===== src/rtl/vga_pkg.sv =====
// Shared VGA timing constants (800x600@72 Hz defaults) and a small decode helper.
package vga_pkg;

    localparam int COORD_W = 11;

    localparam int H_VISIBLE_DEF = 800;
    localparam int H_FRONT_DEF   = 56;
    localparam int H_SYNC_DEF    = 120;
    localparam int H_BACK_DEF    = 64;
    localparam int H_TOTAL_DEF   = H_VISIBLE_DEF + H_FRONT_DEF + H_SYNC_DEF + H_BACK_DEF;

    localparam int V_VISIBLE_DEF = 600;
    localparam int V_FRONT_DEF   = 37;
    localparam int V_SYNC_DEF    = 6;
    localparam int V_BACK_DEF    = 23;
    localparam int V_TOTAL_DEF   = V_VISIBLE_DEF + V_FRONT_DEF + V_SYNC_DEF + V_BACK_DEF;

    // Half-open interval test [lo, hi) on a coordinate.
    function automatic logic inRange(input logic [COORD_W-1:0] v, input int lo, input int hi);
        return (int'(v) >= lo) && (int'(v) < hi);
    endfunction

endpackage


===== src/rtl/wrap_counter.sv =====
// Modulo counter with enable; exposes its next value so callers can register decodes in step.
module wrap_counter
    import vga_pkg::*;
#(
    parameter int MODULUS = 2,
    parameter int WIDTH   = COORD_W
) (
    input  logic             clk,
    input  logic             rst,
    input  logic             i_en,
    output logic [WIDTH-1:0] o_count,
    output logic [WIDTH-1:0] o_next,
    output logic             o_wrap
);

    localparam logic [WIDTH-1:0] LAST = WIDTH'(MODULUS - 1);

    logic [WIDTH-1:0] r_count;

    always_comb begin
        o_wrap = i_en && (r_count == LAST);
        o_next = r_count;
        if (i_en) begin
            o_next = o_wrap ? '0 : r_count + 1'b1;
        end
    end

    always_ff @(posedge clk or posedge rst) begin
        if (rst) begin
            r_count <= '0;
        end else begin
            r_count <= o_next;
        end
    end

    assign o_count = r_count;

endmodule


===== src/rtl/vga_timing_gen.sv =====
// VGA raster timing generator with a vblank-aligned game-step strobe.
// Every output is registered from next-state counter values so it lines up with CurrentX/CurrentY.
module vga_timing_gen
    import vga_pkg::*;
#(
    parameter int   H_VISIBLE   = H_VISIBLE_DEF,
    parameter int   H_FRONT     = H_FRONT_DEF,
    parameter int   H_SYNC      = H_SYNC_DEF,
    parameter int   H_BACK      = H_BACK_DEF,
    parameter int   V_VISIBLE   = V_VISIBLE_DEF,
    parameter int   V_FRONT     = V_FRONT_DEF,
    parameter int   V_SYNC      = V_SYNC_DEF,
    parameter int   V_BACK      = V_BACK_DEF,
    parameter logic SYNC_POL    = 1'b1,
    parameter int   TICK_FRAMES = 9
) (
    input  logic               CLK_100MHz,
    input  logic               Reset,
    output logic [COORD_W-1:0] CurrentX,
    output logic [COORD_W-1:0] CurrentY,
    output logic               HBlank,
    output logic               VBlank,
    output logic               HSync,
    output logic               VSync,
    output logic               PixelEn,
    output logic               FrameStart,
    output logic               CLK_update
);

    localparam int H_TOTAL  = H_VISIBLE + H_FRONT + H_SYNC + H_BACK;
    localparam int V_TOTAL  = V_VISIBLE + V_FRONT + V_SYNC + V_BACK;
    localparam int HS_START = H_VISIBLE + H_FRONT;
    localparam int VS_START = V_VISIBLE + V_FRONT;

    logic               r_pixelEn;
    logic               r_hBlank;
    logic               r_vBlank;
    logic               r_hSync;
    logic               r_vSync;
    logic               r_frameStart;
    logic               r_clkUpdate;

    logic [COORD_W-1:0] w_hCount;
    logic [COORD_W-1:0] w_hNext;
    logic               w_hWrap;
    logic [COORD_W-1:0] w_vCount;
    logic [COORD_W-1:0] w_vNext;
    logic               w_vWrap;
    logic [COORD_W-1:0] w_tickCount;
    logic [COORD_W-1:0] w_tickNext;
    logic               w_tickWrap;
    logic               w_enterVbl;
    logic               w_leaveVbl;
    logic               w_unusedTick;

    wrap_counter #(.MODULUS(H_TOTAL), .WIDTH(COORD_W)) u_hCounter (
        .clk     (CLK_100MHz),
        .rst     (Reset),
        .i_en    (r_pixelEn),
        .o_count (w_hCount),
        .o_next  (w_hNext),
        .o_wrap  (w_hWrap)
    );

    wrap_counter #(.MODULUS(V_TOTAL), .WIDTH(COORD_W)) u_vCounter (
        .clk     (CLK_100MHz),
        .rst     (Reset),
        .i_en    (w_hWrap),
        .o_count (w_vCount),
        .o_next  (w_vNext),
        .o_wrap  (w_vWrap)
    );

    // Frames are counted at vblank entry so the strobe always lands in blanking.
    assign w_enterVbl = w_hWrap && (int'(w_vNext) == V_VISIBLE);
    assign w_leaveVbl = w_hWrap && (int'(w_vNext) == V_VISIBLE + 1);

    wrap_counter #(.MODULUS(TICK_FRAMES), .WIDTH(COORD_W)) u_tickCounter (
        .clk     (CLK_100MHz),
        .rst     (Reset),
        .i_en    (w_enterVbl),
        .o_count (w_tickCount),
        .o_next  (w_tickNext),
        .o_wrap  (w_tickWrap)
    );

    assign w_unusedTick = ^{w_tickCount, w_tickNext};

    always_ff @(posedge CLK_100MHz or posedge Reset) begin
        if (Reset) begin
            r_pixelEn    <= 1'b0;
            r_hBlank     <= 1'b0;
            r_vBlank     <= 1'b0;
            r_hSync      <= ~SYNC_POL;
            r_vSync      <= ~SYNC_POL;
            r_frameStart <= 1'b0;
            r_clkUpdate  <= 1'b0;
        end else begin
            r_pixelEn    <= ~r_pixelEn;
            r_hBlank     <= inRange(w_hNext, H_VISIBLE, H_TOTAL);
            r_vBlank     <= inRange(w_vNext, V_VISIBLE, V_TOTAL);
            r_hSync      <= inRange(w_hNext, HS_START, HS_START + H_SYNC) ? SYNC_POL : ~SYNC_POL;
            r_vSync      <= inRange(w_vNext, VS_START, VS_START + V_SYNC) ? SYNC_POL : ~SYNC_POL;
            r_frameStart <= w_vWrap;
            if (w_enterVbl && w_tickWrap) begin
                r_clkUpdate <= 1'b1;
            end else if (w_leaveVbl) begin
                r_clkUpdate <= 1'b0;
            end
        end
    end

    assign CurrentX   = w_hCount;
    assign CurrentY   = w_vCount;
    assign HBlank     = r_hBlank;
    assign VBlank     = r_vBlank;
    assign HSync      = r_hSync;
    assign VSync      = r_vSync;
    assign PixelEn    = r_pixelEn;
    assign FrameStart = r_frameStart;
    assign CLK_update = r_clkUpdate;

endmodule


===== config.mk =====
export PLATFORM = sky130hd
export DESIGN_NAME = vga_timing_gen
export DESIGN_NICKNAME = d
export VERILOG_FILES = /design/src/rtl/vga_pkg.sv /design/src/rtl/wrap_counter.sv /design/src/rtl/vga_timing_gen.sv
export SDC_FILE = /design/constraint.sdc
export NUM_CORES = 1
export LEC_CHECK = 0
export CAP_MARGIN = 5
export CORE_ASPECT_RATIO = 1.4
export CORE_UTILIZATION = 45
export DETAILED_ROUTE_END_ITERATION = 8
export PLACE_DENSITY_LB_ADDON = 0.08
export SYNTH_ARGS = -nofsm -noshare
export SYNTH_HDL_FRONTEND = slang
export SYNTH_SLANG_ARGS = --single-unit

===== constraint.sdc =====
create_clock -name CLK_100MHz -period 4.6 [get_ports CLK_100MHz]
set_input_delay 0.92 -clock CLK_100MHz [delete_from_list [all_inputs] [get_ports CLK_100MHz]]
set_output_delay 0.92 -clock CLK_100MHz [all_outputs]
set_load 0.05 [all_outputs]

# ---- Word-level counts from Yosys, hierarchy flattened
# Cells that the tools add are included.
# Widths: inputs -> output; s select.
dict set report totals {
  ff_bits 40
  inputBits 2
  out_inout_bits 29
  elab_cells 47
}
dict set report classes {
  addsub 3
  magnitude_cmp 8
  eq_ne 5
  n_mux 9
  bitwise 1
  reduce_logical 11
}
# operator n
set ops {}
lappend ops {{$mux 11} 5}
lappend ops {{$ge 11x10->1 const B} 4}
lappend ops {{$add 11x1->11 const B} 3}
lappend ops {{$eq 11x11->1 const B} 3}
lappend ops {{$lt 11x10->1 const B} 3}
lappend ops {{$eq 11x10->1 const B} 1}
lappend ops {{$eq 11x4->1 const B} 1}
lappend ops {{$lt 11x11->1 const B} 1}
lappend ops {{$logic_and 1x1->1} 10}
lappend ops {{$mux 1} 4}
lappend ops {{$reduce_bool 2->1} 1}
lappend ops {{$not 1->1} 1}

# ---- Logic depth before layout (Yosys ltp)
dict set report logic_depth {
  word_depth 10
  ltp_mapped 10
  depth_no_buf 9
}

# ---- Hierarchy
# A second synthesis with hierarchy kept.
dict set report hier_totals {
  hier_cells 202
  area_unflattened_um2 2105.8
}
# mod instances cells_each area_each_um2
set modules_own_cells {}
lappend modules_own_cells {{wrap_counter (u_vCounter)} 1 57 599.3}
lappend modules_own_cells {{wrap_counter (u_tickCounter)} 1 49 558.0}
lappend modules_own_cells {{wrap_counter (u_hCounter)} 1 53 550.5}
lappend modules_own_cells {vga_timing_gen 1 43 397.9}

# ---- Worst setup path before layout
# No wires, ideal clock.
dict set report synth_path {
  path_kind {reg2reg}
  startpoint {reg u_hCounter.r_count[5], in the netlist u_hCounter.o_count[5]}
  endpoint {reg u_tickCounter.r_count[10], in the netlist u_tickCounter.o_count[10]}
  setup_ns 0.122
  t_arrival_ns 2.958
  slack_ns 1.520
  stages_incl_launch_ff 8
  path_buffers 0
  period_less_slack_ns 3.080
  path_cell_list {dfrtp_1 or4b_4 or4_4 nor4_2 o21a_2 nand4_4 or4_4 xnor2_2}
}
dict set report synth_via {
  elab_chain_len 9
}
# element line_no
set synth_lines {}
lappend synth_lines {{from (decl)} wrap_counter.sv:18} ;# logic [WIDTH-1:0] r_count;
lappend synth_lines {{from (signal assigned)} wrap_counter.sv:32} ;# r_count <= o_next;
lappend synth_lines {{$eq 11x11->1 *} wrap_counter.sv:21} ;# o_wrap = i_en && (r_count == LAST);
lappend synth_lines {{$logic_and 1x1->1 *} wrap_counter.sv:21}
lappend synth_lines {{$logic_and 1x1->1} wrap_counter.sv:21}
lappend synth_lines {{$mux 11} wrap_counter.sv:24} ;# o_next = o_wrap ? '0 : r_count + 1'b1;
lappend synth_lines {{$mux 11} wrap_counter.sv:23} ;# if (i_en) begin
lappend synth_lines {{$eq 11x11->1} vga_timing_gen.sv:75} ;# assign w_enterVbl = w_hWrap && (int'(w_vNext) == V_VISIBLE);
lappend synth_lines {{$logic_and 1x1->1 *} vga_timing_gen.sv:75}
lappend synth_lines {{$logic_and 1x1->1} wrap_counter.sv:21}
lappend synth_lines {{$mux 11} wrap_counter.sv:24}
lappend synth_lines {{to (signal assigned)} wrap_counter.sv:32}
lappend synth_lines {{to (decl)} wrap_counter.sv:18}
# Mark *: on every way between the ends. The rest lies on a longest branch, timed or not.
# A chain may end at the register's enable or synchronous reset.

# ---- Final worst setup path
# Ends and elaborated chain as after synthesis.

==> summary.md <==
| Metric | Value |
|---|---|
| Worst hold slack | `0.490 ns` |
| Initial DRC count | `105` |
| Reg2reg start | `u_hCounter.o_count[5]` |
| Core box area | `4640 um^2` |
| Die height | `85.1 um` |
| RR Endpoint | `u_tickCounter.o_count[10]` |
| Initial Utilization | `47.7%` |
| Worst-margin pin slew | `1.01 ns` |
| Setup crit end kind | `register` |
| Global placement routability congestion | `0.853` |
| Worst min-delay path class | `register to register` |
| DIE AREA | `5220 um^2` |
| Final setup fails | `0` |
| CP Class | `register to register` |
| Gr busiest metal | `met2` |
| RSZ-0062 raised after global routing | `no` |
| Final hold vios | `0` |
| Status | `complete, no violations` |
| Post-cts gate resize count | `0` |
| CTS tree | `done` |
| Via Count | `1866` |
| WL/cell | `14.5 um` |
| Cell Count, Final, Fillers Out | `329` |
| Routed Wire Length | `4.77 mm` |
| Number of distinct library cells after synthesis | `48` |
| Num rows | `29` |
| Routed Antenna Nets | `0` |
| Async SR Flop Fraction | `100%` |
| First-pass GRT wire length | `8.22 mm` |
| Synth-to-layout area growth | `22.4%` |
| Top_reg_cell synth | `dfrtp_1` |
| Grt met2 use | `34.1%` |
| GRT Overall Usage | `21.5%` |
| Worst Hold Depth | `1` |
| ANT cells | `0` |
| Max H-tree Level | `2` |
| Drt first pass iters | `4` |
| Crit path required time | `4.78 ns` |
| #FFs+latches synth | `40` |
| Grt ovf | `0` |
| Vias in the first global route | `1766` |
| R2R depth | `8` |
| Worst Hold Path EP | `u_tickCounter.o_count[9]` |
| Crit start category | `register` |
| Crit path DAT | `3.26 ns` |
| Final HPWL DP | `3.56 mm` |
| HP Start | `u_tickCounter.o_count[9]` |
| Synth Cell Area | `2220 um^2` |
| Clock sinks | `40` |
| Slew HR | `32.3%` |
| Worst-path clk slew | `0.07 ns` |
| Share of post-route cells with drive strength above 1 | `7.87%` |
| Post-Syn Instances | `234` |
| Slew Limit Fails | `0` |
| Dpl cells | `322` |
| F_max | `325 MHz` |
| Post-Route Skew | `0.00431 ns` |
| Drt drc | `0` |
| Vias per cell | `5.67` |
| Synth Warn # | `0` |
| IO Count | `31` |
| Number of port buffers | `30` |
| Avg Cell Area, Syn | `9.47 um^2` |
| GR Layer Usage met1 | `27.3%` |
| Final nets | `274` |
| Crit Path Max Fanout | `15` |
| Fillers | `445` |
| Max cap viols | `0` |
| CTS hold repair buffers | `0` |
| Met3 Usage GRT | `4.57%` |
| Fin crit share | `66.8%` |
| Maximum vdd ir drop | `200 uV` |
| EDFF count, synth | `0` |
| Min Tclk post-route | `3.07 ns` |
| CTS max path bufs | `2` |
| Leakage | `0.00118 uW` |
| Post-DP Area | `2580 um^2` |
| Initial antenna violation count | `0` |
| Clock latency on the worst-skew pair | `0.29 ns` |
| Root Buffer | `clkbuf_8` |
| Die Width | `61.3 um` |
| Post-Layout Inst Area | `2710 um^2` |
| Post-synthesis sequential area ratio | `45.1%` |
| Syn_nets | `241` |
| Power Density | `254 nW/um^2` |
| Total negative slack | `0 ns` |
| Postcts setup bufs | `0` |
| Largest net degree at the start of global routing | `29` |
| CTS Buf Count | `5` |
| Reg-to-reg slack, setup | `1.53 ns` |
## per-layer routing
layer	wire length, um	vias to the layer above
met1	2010	899
met2	2480	38
met4	136	0
met5	0	-
met3	136	9
li1	-	920
## Yosys cell counts (3+ instances only)
cell      instances  area [um^2]
a21oi_1           6         30.0
and3_1            9         56.3
clkbuf_1          4         15.0
dfrtp_1          40         1000
ha_1              5         62.6
inv_1            12         45.0
nand2_1          24         90.1
nand3_1          16         80.1
nand4_1          10         62.6
nor2_1           15         56.3
nor3_1            9         45.0
nor3b_1           3         22.5
nor4_1            4         25.0
o21ai_0          18         90.1
xnor2_1          11         96.3
xor2_1            8         70.1
## cell usage in the layout (no fill, tap or decap), types with 4 or more instances in the layout
| cell | count |
|---|---|
| a21oi_1 | 6 |
| and3_1 | 9 |
| clkbuf_8 | 5 |
| clkdlybuf4s50_1 | 30 |
| dfrtp_1 | 40 |
| ha_1 | 5 |
| inv_1 | 12 |
| nand2_1 | 24 |
| nand3_1 | 16 |
| nand4_1 | 10 |
| nor2_1 | 15 |
| nor3_1 | 9 |
| nor4_1 | 4 |
| o21ai_0 | 18 |
| xnor2_1 | 11 |
| xor2_1 | 8 |
## layout make-up
| cell class | instances | area (um^2) | share of cell area, % |
|---|---|---|---|
| repair buffers | 32 | 315 | 11.6 |
| flip-flops and latches | 40 | 1000 | 36.9 |
| inverters | 12 | 45.0 | 1.66 |
| multi-input cells | 176 | 1150 | 42.2 |
| clock inverters | 2 | 60.1 | 2.21 |
| well taps | 62 | 77.6 | 2.86 |
| clock buffers | 5 | 68.8 | 2.54 |
## per-stage QoR
step	power [uW]	utilization, %	setup slack, ns
4_1_cts	703	58.4	1.53
5_1_grt	715	58.4	1.35
6_report	689	58.4	1.53
3_5_place_dp	367	55.7	1.55
2_1_floorplan	363	-	1.52
3_3_place_gp	367	55.7	1.60
## critical path, cell delays in order, from the launching register on
cell       delay [ns]
dfrtp_1          0.44
or4b_4           0.60
nor4_4           0.34
buf_4            0.26
o2111ai_1        0.17
a22oi_2          0.32
nand4_4          0.16
or4_4            0.52
xnor2_2          0.14
## worst max-delay path by stage
stage	startpoint	end	slack, ns	cells after the start
after global routing	u_hCounter.o_count[5]	u_tickCounter.o_count[10]	1.35	8
after floorplan	u_hCounter.o_count[5]	u_tickCounter.o_count[10]	1.52	7
after global placement	u_hCounter.o_count[5]	u_tickCounter.o_count[10]	1.60	8
final	u_hCounter.o_count[5]	u_tickCounter.o_count[10]	1.53	8
after CTS	u_hCounter.o_count[5]	u_tickCounter.o_count[10]	1.53	8
after detailed placement	u_hCounter.o_count[5]	u_tickCounter.o_count[10]	1.55	8
## logic make-up (layout without fill, tap and decap cells)
logic type                 count (synthesis)  in the layout  synth area share, %
DFF                                       40             40                 45.1
and+or+nand+nor                          108            108                 27.8
buffers and inverters                     18             51                 3.16
muxes                                      1              1                0.508
xor gates and xnor gates                  20             20                 8.24
adders and majority gates                  5              5                 2.82
AOI/OAI and AO/OA                         42             42                 12.3
## power by group
group          internal, uW  leakage [uW]  switching, uW  total (uW)
Combinational          1.34      0.000567           6.65        8.00
Sequential              351      0.000545              0         351
Clock                   213     0.0000642            117         330
Note: power is estimated with default switching activity, not from simulation.
==> patch, RTL diff (same flow settings) <==
Register the outputs `CurrentX` and `CurrentY`, with the module's reset; this adds one clock of latency there. The other outputs are not delayed to match. Comments in the files are not updated.
--- a/src/rtl/vga_timing_gen.sv
+++ b/src/rtl/vga_timing_gen.sv
@@ -110,8 +110,15 @@
         end
     end
 
-    assign CurrentX   = w_hCount;
-    assign CurrentY   = w_vCount;
+    always_ff @(posedge CLK_100MHz or posedge Reset) begin
+        if (Reset) begin
+            CurrentX <= '0;
+            CurrentY <= '0;
+        end else begin
+            CurrentX <= w_hCount;
+            CurrentY <= w_vCount;
+        end
+    end
     assign HBlank     = r_hBlank;
     assign VBlank     = r_vBlank;
     assign HSync      = r_hSync;
Formal check against the unedited RTL: not equivalent (Yosys sat finds a counterexample within 4 cycles, from zero or initial values and one cycle with Reset high).
==> patch against the unedited design <==
Non-clock buffer count stayed put. First-iteration DRC count fell by 21%. Clock skew is 0.00053 ns higher. Count of clock-buffer cells in the layout rose by 6. Synthesized area increased by 23%. Sequential cell count is 22 higher. Final cell count up 9.7%. Power is 47% higher. Maximum frequency decreased by 11%. Final area grew 22%. Wire length grew 18%. Setup slack worse by 0.40 ns. Sequential power grew 55%. Largest power group unchanged.
==> patch: results <==
[outcome]
status = "finished, final reports clean"

[grt]
grt.met2_usage_pct = 32.92
gr-usage-met3_pct = 6.553
grt_max_degree = 41
grt_use_met1_pct = 24.42
track_usage_pct = 20.49
grt_pass1_wl_um = 9480
antenna_found_initial = 0

[worst_hold_path]
hp-start = "u_hCounter.o_count[1]"
hold_depth = 0
hp-class = "register to register"

[timing]
skew_ns = 0.004837
slew-limit-headroom_pct = 45.04

[cells_and_area]
drive_above_1_share_pct = 8.247
antennaDiodeCount = 0
nets = 294

[clock_network]
cts_buffers = 9
clockBufferDepth = 2
cts.clk_slew.worst_paths_ns = 0.06
clk-insertion-delay-late_ns = 0.33
cts_resized = 0
clock-root-buffer = "clkbuf_8"
post_cts_buffers = 0
cts.htree.levels = 3

[yosys]
yosysUniqueCellTypes = 45
synthTopCellsByArea = "dfrtp_1, xnor2_1, nand4_1"
syn_area_per_cell_um2 = 10.90
yosysWarnings = 0
synth_edf_count = 0
async_flop_share_pct = 100.0
synth_fp_nets = 258
ys_seq_area_share_pct = 56.72
synthTopCellsByCount = "dfrtp_1, nand2_1, nor2_1, nand4_1, xnor2_1"

[placement]
gp_congestion = 0.8730
dp.cells = 346
post-dp-hpwl_um = 3907
placed_area_mm2 = 0.003110

[critical_path]
slowest_stage = "or4b_1"
critPathArrivalTime_ns = 3.75
crit_fanout = 12
critPathLaunch = "u_hCounter.o_count[4]"
r2r_cells = 7

[power_and_ir_drop]
p_leak_nw = 1.466
ir_worst_vdd_uv = 198.8

[route]
wl_um = 5625
via_count = 2032
first_iter_violations = 83
via_per_inst = 5.629
==> patch: changes by cell type after synthesis, moves of 4 or more <==
cell / unedited run / this run
nand2_1: 24 / 20
o21ai_0: 18 / 10
a21oi_1: 6 / 10
nor2_1: 15 / 20
dfrtp_1: 40 / 62
nand4_1: 10 / 14
or3_1: 2 / 6
nand3_1: 16 / 6
==> patch: cell type report <==
cell class	count	area, um2
Inverter	10	37.54
Clock buffer	11	141.4
Fill cell	523	2564
Sequential cell	62	1551
Tap cell	70	87.58
Multi-Input combinational cell	172	1119
Timing Repair Buffer	32	315.3
Clock inverter	4	47.55
==> patch: power breakdown <==
group          total, mW  switching (mW)  internal, mW
clock              0.455           0.195         0.260
sequential         0.545               0         0.545
combinational     0.0118          0.0104       0.00136
==> patch: worst paths after layout <==
path | endpoint | slack [ns]
setup / recovery | u_tickCounter.o_count[5] | 1.13
hold / removal | CurrentX[1] | 0.44
setup reg to reg | u_tickCounter.o_count[5] | 1.13
hold reg to reg | CurrentX[1] | 0.44
max in group asynchronous | u_tickCounter.o_count[0] | 2.73
min in group asynchronous | CurrentX[0] | 1.05
==> patch: per-stage QoR <==
step	power, mW	worst slack (ns)	util (%)
after detailed placement	0.5680	1.150	53.05
after global routing	1.052	0.9869	56.27
after global placement	0.5679	1.242	53.05
after floorplan	0.5633	1.344	-
final	1.012	1.131	56.27
after CTS	1.026	1.143	56.27
==> patch: per-layer routing <==
| layer | share of wire (%) | up-vias |
|---|---|---|
| met5 | 0 | - |
| met4 | 2.2 | 0 |
| li1 | - | 976 |
| met2 | 51 | 34 |
| met1 | 43 | 1011 |
| met3 | 3.0 | 11 |
==> patch: kinds of logic after synthesis <==
kind of cell | count (synthesis) | synth area share [%]
AND/OR/NAND/NOR | 106 | 22.23
multiplexers | 1 | 0.4117
XOR/XNOR | 20 | 6.404
adder cells (fa/ha/maj) | 5 | 2.287
flip-flops | 62 | 56.72
buffers and inverters | 17 | 2.379
AO/OA/AOI/OAI | 40 | 9.561
==> patch: critical path, delay by kind of cell, from the launching register on <==
family,cells,cell delay [ns]
flip-flops,1,0.43
AO/OA/AOI/OAI,2,0.36
AND/OR/NAND/NOR,5,2.63
